--- config.mk ---
export PLATFORM = sky130hd
export DESIGN_NAME = tqvp_trng_uart_tx
export DESIGN_NICKNAME = d
export VERILOG_FILES = /design/src/rtl/tqvp_trng_uart_tx.sv
export SDC_FILE = /design/constraint.sdc
export NUM_CORES = 1
export LEC_CHECK = 0
export CAP_MARGIN = 20
export CORE_MARGIN = 2
export CORE_UTILIZATION = 40
export CTS_BUF_LIST = sky130_fd_sc_hd__clkbuf_4
export CTS_CLUSTER_SIZE = 24
export DETAILED_ROUTE_END_ITERATION = 10
export PLACE_DENSITY_LB_ADDON = 0.3
export SYNTH_ARGS = -nofsm -noshare
export SYNTH_HDL_FRONTEND = slang
export SYNTH_SLANG_ARGS = --single-unit
--- constraint.sdc ---
create_clock -name clk -period 3.94 [get_ports clk]
set_input_delay 0.591 -clock clk [delete_from_list [all_inputs] [get_ports clk]]
set_output_delay 0.591 -clock clk [all_outputs]
set_load 0.005 [all_outputs]
--- src/rtl/tqvp_trng_uart_tx.sv ---
// TRNG serial output stage: a small byte FIFO feeding an 8N1, LSB-first UART
// transmitter, with a TinyQV register port for enable, baud divider and status.
module tqvp_trng_uart_tx #(
  parameter int FIFO_DEPTH = 4,
  parameter int DIV_RESET  = 556
) (
  input  logic       clk,
  input  logic       rst,
  input  logic [7:0] byte_in,
  input  logic       byte_valid,
  input  logic [3:0] address,
  input  logic       data_write,
  input  logic [7:0] data_in,
  output logic [7:0] data_out,
  output logic       uart_tx,
  output logic       busy,
  output logic [1:0] state_dbg
);
  localparam int AW = $clog2(FIFO_DEPTH);
  localparam int CW = AW + 1;

  typedef enum logic [1:0] {
    IDLE  = 2'd0,
    START = 2'd1,
    DATA  = 2'd2,
    STOP  = 2'd3
  } state_t;

  state_t state, state_next;

  logic          en;
  logic          ovf;
  logic [15:0]   div;
  logic [15:0]   div_eff;
  logic [15:0]   divl;
  logic [15:0]   timer;
  logic [2:0]    bit_idx;
  logic [7:0]    shift;
  logic [7:0]    mem [FIFO_DEPTH];
  logic [AW-1:0] wr_ptr;
  logic [AW-1:0] rd_ptr;
  logic [CW-1:0] count;
  logic          full;
  logic          empty;
  logic          pop;
  logic          push;
  logic          timer_zero;

  // byte_valid is a one-cycle strobe with no back-pressure: the byte is taken
  // when the FIFO has room (or frees a slot by popping in the same cycle);
  // otherwise it is dropped and OVF latches.
  assign full       = (count == CW'(FIFO_DEPTH));
  assign empty      = (count == '0);
  assign push       = byte_valid && (!full || pop);
  assign timer_zero = (timer == '0);
  assign div_eff    = (div == '0) ? 16'd1 : div;
  assign busy       = (state != IDLE);
  assign state_dbg  = state;

  always_comb begin
    state_next = state;
    pop        = 1'b0;
    case (state)
      IDLE: begin
        if (en && !empty) begin
          state_next = START;
          pop        = 1'b1;
        end
      end
      START: begin
        if (timer_zero) state_next = DATA;
      end
      DATA: begin
        if (timer_zero && (bit_idx == 3'd7)) state_next = STOP;
      end
      STOP: begin
        // Chain straight into the next frame so back-to-back frames have no gap.
        if (timer_zero) begin
          if (en && !empty) begin
            state_next = START;
            pop        = 1'b1;
          end else begin
            state_next = IDLE;
          end
        end
      end
      default: state_next = IDLE;
    endcase
  end

  always_ff @(posedge clk) begin
    if (rst) begin
      state   <= IDLE;
      timer   <= '0;
      bit_idx <= '0;
      shift   <= '0;
      divl    <= 16'd1;
      uart_tx <= 1'b1;
    end else begin
      state <= state_next;
      if (pop) begin
        shift   <= mem[rd_ptr];
        divl    <= div_eff;
        timer   <= div_eff - 16'd1;
        bit_idx <= '0;
      end else if (state != IDLE) begin
        if (timer_zero) begin
          timer <= divl - 16'd1;
          if (state == DATA) begin
            shift   <= {1'b0, shift[7:1]};
            bit_idx <= bit_idx + 3'd1;
          end
        end else begin
          timer <= timer - 16'd1;
        end
      end
      case (state)
        START:   uart_tx <= 1'b0;
        DATA:    uart_tx <= shift[0];
        default: uart_tx <= 1'b1;
      endcase
    end
  end

  always_ff @(posedge clk) begin
    if (push) mem[wr_ptr] <= byte_in;
  end

  always_ff @(posedge clk) begin
    if (rst) begin
      wr_ptr <= '0;
      rd_ptr <= '0;
      count  <= '0;
      ovf    <= 1'b0;
      en     <= 1'b0;
      div    <= 16'(DIV_RESET);
    end else begin
      if (push) wr_ptr <= wr_ptr + AW'(1);
      if (pop)  rd_ptr <= rd_ptr + AW'(1);
      if (push && !pop)      count <= count + CW'(1);
      else if (pop && !push) count <= count - CW'(1);
      if (data_write) begin
        case (address)
          4'h0: begin
            en <= data_in[0];
            if (data_in[1]) ovf <= 1'b0;
          end
          4'h1:    div[7:0]  <= data_in;
          4'h2:    div[15:8] <= data_in;
          default: ;
        endcase
      end
      // A drop in the same cycle as a clear leaves OVF set.
      if (byte_valid && full && !pop) ovf <= 1'b1;
    end
  end

  always_comb begin
    data_out = 8'h00;
    case (address)
      4'h0:    data_out = {7'b0, en};
      4'h1:    data_out = div[7:0];
      4'h2:    data_out = div[15:8];
      4'h3:    data_out = {5'b0, ovf, full, busy};
      4'h4:    data_out[CW-1:0] = count;
      default: ;
    endcase
  end

endmodule

==> metrics.log <==
INFO  metric timing.clock.skew = 0.02333 ns
INFO  metric number_of_synthesized_flops_with_an_enable_pin = 32
INFO  metric drtPass1Iterations = 5
INFO  metric power_leakage = 0.002034 uW
INFO  metric initial_utilization = 41.20%
INFO  metric clock.fmax = 0.2788 GHz
INFO  metric critical_path.cell_chain = inv_1, ha_1, nand2b_2, nor2_4, a21o_2, inv_2, mux2_1, ha_1, o211ai_1, mux2i_1, buf_4, nand2_1, or3_1, a311oi_1
INFO  metric wl_per_cell = 16.01 um
INFO  metric synth.most_common_cell = nor2_1
INFO  metric grt_pass1_wl = 20040 um
INFO  metric setup-violations-final = 0
INFO  metric hold_viol_final = 0
INFO  metric worst_min_path_start = divl[15]
INFO  metric core_area = 0.01267 mm^2
INFO  metric yosys-top-cells-count = nor2_1, dfxtp_1, a21oi_1, nand2_1, edfxtp_1
INFO  metric clock_tree.buffer_depth = 2
INFO  metric placementRows = 41
INFO  metric cts_inserted_buffers = 9
INFO  metric r2r_start = state_dbg[1]
INFO  metric ys_types = 62
INFO  metric worst_hold_path.endpoint = divl[15]
INFO  metric initial_antenna_violation_count = 1
INFO  metric rsz0062_at_grt = no
INFO  metric clock_tree.root_cell = clkbuf_4
INFO  metric critical_path.slowest_cell = dfxtp_1
INFO  metric timing.critical_path.slowest_cell_delay = 0.47 ns
INFO  metric synth.yosys.warnings = 0
INFO  metric synth_top_cell_by_area = dfxtp_1
INFO  metric detail_route.iter0.violations = 343
INFO  metric cts_setup_buffers = 0
INFO  metric critPathBufInv = 3
INFO  metric critPathKind = flip-flop to flip-flop
INFO  metric vias_in_the_first_global_route = 4023
INFO  metric synth_seq_area_share = 46.40%
INFO  metric fin_nets = 612
INFO  metric ys.flop_type = dfxtp_1
INFO  metric tritoncts = done
INFO  metric port_buffers = 35
INFO  metric fp.dieArea = 0.01398 mm^2
INFO  metric clock-sinks = 105
INFO  metric final_critical_path_setup_slack = 0.3529 ns
INFO  metric floorplan.io_pins = 36
INFO  metric number_of_standard_cells_after_synthesis = 553
INFO  metric status = finished clean
INFO  metric clk_pin_slew = 0.18 ns
INFO  metric syn_nets = 591
INFO  metric r2r_cells = 14
INFO  metric area_added_between_synthesis_and_finish = 12.46%
INFO  metric globalRouteTotalUtil = 17.77%
INFO  metric tns = 0 ns
INFO  metric layout_worst_path_cycle_share = 91.04%
INFO  metric path_delay_family = simple AND/OR/NAND/NOR gates
INFO  metric cts_max_level = 3
INFO  metric fp.dieW = 118.2 um
INFO  metric crit-reg2reg-capture = timer[14]
INFO  metric timing.critical_path.arrival = 3.99 ns
INFO  metric holdCritPathClass = flip-flop to flip-flop
INFO  metric viasPerCell = 5.464
INFO  metric layout_cells_sized_above_1 = 8.636%
INFO  metric fillerInstances = 1218
INFO  metric synthDominantCellAreaShare = 28.00%
INFO  metric pwr_density_cell = 594.2 mW/mm^2
INFO  metric layout.cells.non_filler = 752
INFO  metric slew_violations = 0
INFO  metric cp_max_fo = 11
INFO  metric post-route-drc-count = 0
INFO  metric numPlacedInstances = 735
INFO  metric timing.max_cap.violations = 0
INFO  metric cp-start-kind = flip-flop
INFO  metric detailedPlacementHpwl = 8713 um
INFO  metric ys_seq_elements = 105
INFO  metric synth_async_sr_flop_share = 0%
INFO  metric reg2reg_slack = 0.35 ns
INFO  metric via_count_of_the_routed_design = 4109
INFO  metric yosys-top-cells-area = dfxtp_1, edfxtp_1, nor2_1
INFO  metric dieHeight = 118.2 um
INFO  metric syn-mean-instance-area = 9.439 um^2
INFO  metric vdd_drop_max = 0.3470 mV
INFO  metric hold_ws = 0.4707 ns
INFO  metric tightestPinTransition = 0.8072 ns
INFO  metric cts_hold_repair.buffers = 0
INFO  metric route.final.wire_length = 12040 um
INFO  metric gpl.final_weighted_congestion = 0.8663
INFO  metric final_period_minus_worst_setup_slack = 3.587 ns
INFO  metric worst_skew_pair.late_latency = 0.48 ns
INFO  metric hold_depth = 2
INFO  metric cp_common_cell = ha_1
INFO  metric design_area = 0.005871 mm^2
INFO  metric worst_setup_path_end_kind = flip-flop
INFO  metric netlist_area = 0.005220 mm^2
INFO  metric detailedPlace.worstSlack = 0.2948 ns
INFO  metric timing.critical_path.required = 4.34 ns
INFO  metric timing.slew.headroom = 46.19%
INFO  metric antenna_violating_nets_remaining = 0
INFO  metric placedInstanceArea = 0.005699 mm^2
INFO  metric global_route.overflow_total = 0
INFO  metric grt_start_max_net_pins = 47
## registers in the layout (all words and copies together) (netlist names), 2 cells and up, named ones only
register,flops
count,3
mem,32
divl,16
wr_ptr,2
state_dbg,2
timer,16
div,16
bit_idx,3
shift,8
rd_ptr,2
## layer usage
| layer | GRT usage (%) | routed length, um | up-vias |
|---|---|---|---|
| li1 | - | - | 2040 |
| met1 | 23.46 | 5253 | 1940 |
| met2 | 29.15 | 5822 | 107 |
| met3 | 3.861 | 783 | 22 |
| met4 | 5.346 | 183 | 0 |
| met5 | 0 | 0 | - |
## layout by cell type, fill, tap and decap left out, drive strengths merged, types with 11 or more instances in the layout
master | synthesis | layout
a211oi | 15 | 15
a21oi | 57 | 57
a22oi | 12 | 12
buf | 21 | 11
clkdlybuf4s50 | 0 | 34
dfxtp | 73 | 73
edfxtp | 32 | 32
ha | 13 | 13
inv | 13 | 17
mux2i | 25 | 25
nand2 | 48 | 48
nor2 | 83 | 83
nor3 | 22 | 22
o21ai | 18 | 18
## through the flow
stage	power (uW)	utilization (%)
finish	3489	46.33
CTS	3488	46.23
global placement	2882	44.98
floorplan	2532	-
detailed placement	2904	44.98
global route	3743	46.31
## worst register-to-register path: cells and delay by family, from the launching register on
kind            cells  cell delay (ns)
compound gates      3             0.60
fa+ha+maj           2             0.58
buf+inv             3             0.39
flops               1             0.47
mux                 2             0.43
simple gates        4             1.03
## how the worst max path moves through the flow
stage / startpoint / endpoint / slack (ns) / cells past startpoint
after global placement: state_dbg[0] / timer[10] / 0.44 / 14
after floorplan: state_dbg[0] / timer[10] / 0.28 / 15
after detailed placement: state_dbg[1] / timer[10] / 0.29 / 14
final: state_dbg[1] / timer[14] / 0.35 / 14
after CTS: state_dbg[1] / timer[10] / 0.25 / 14
after global routing: state_dbg[1] / timer[10] / 0.03 / 14
## cells by family (layout without fill, tap and decap cells)
logic type | Yosys count | after routing | synth area share, %
XOR/XNOR | 12 | 12 | 2.013
other | 0 | 1 | 0
buffers and inverters | 48 | 74 | 3.931
flip-flops | 105 | 105 | 46.40
AND/OR/NAND/NOR | 204 | 204 | 17.81
adder cells (fa/ha/maj) | 14 | 14 | 3.500
multiplexers | 34 | 34 | 8.461
AO/OA/AOI/OAI | 136 | 136 | 17.88
## report_power, final
group          internal, uW  switching [uW]
clock                   163             419
sequential             1220             102
combinational           635             953
total                  2020            1470
## layout make-up
cell class / count / area [um^2] / area share, %
timing repair buffer: 45 / 420.4 / 7.161
clock buffer: 9 / 67.56 / 1.151
antenna: 1 / 2.502 / 0.04263
sequential: 105 / 2422 / 41.26
inverter: 13 / 48.80 / 0.8312
multi-input combinational: 400 / 2603 / 44.33
tap: 172 / 215.2 / 3.666
clock inverter: 7 / 91.34 / 1.556
## repair_timing
action,4_1_cts,5_1_grt
endpoints found under the hold margin,0,0
endpoints found under the setup margin,0,5
gates resized for setup,0,3
No activity file was read; power rests on OpenSTA's default activity.
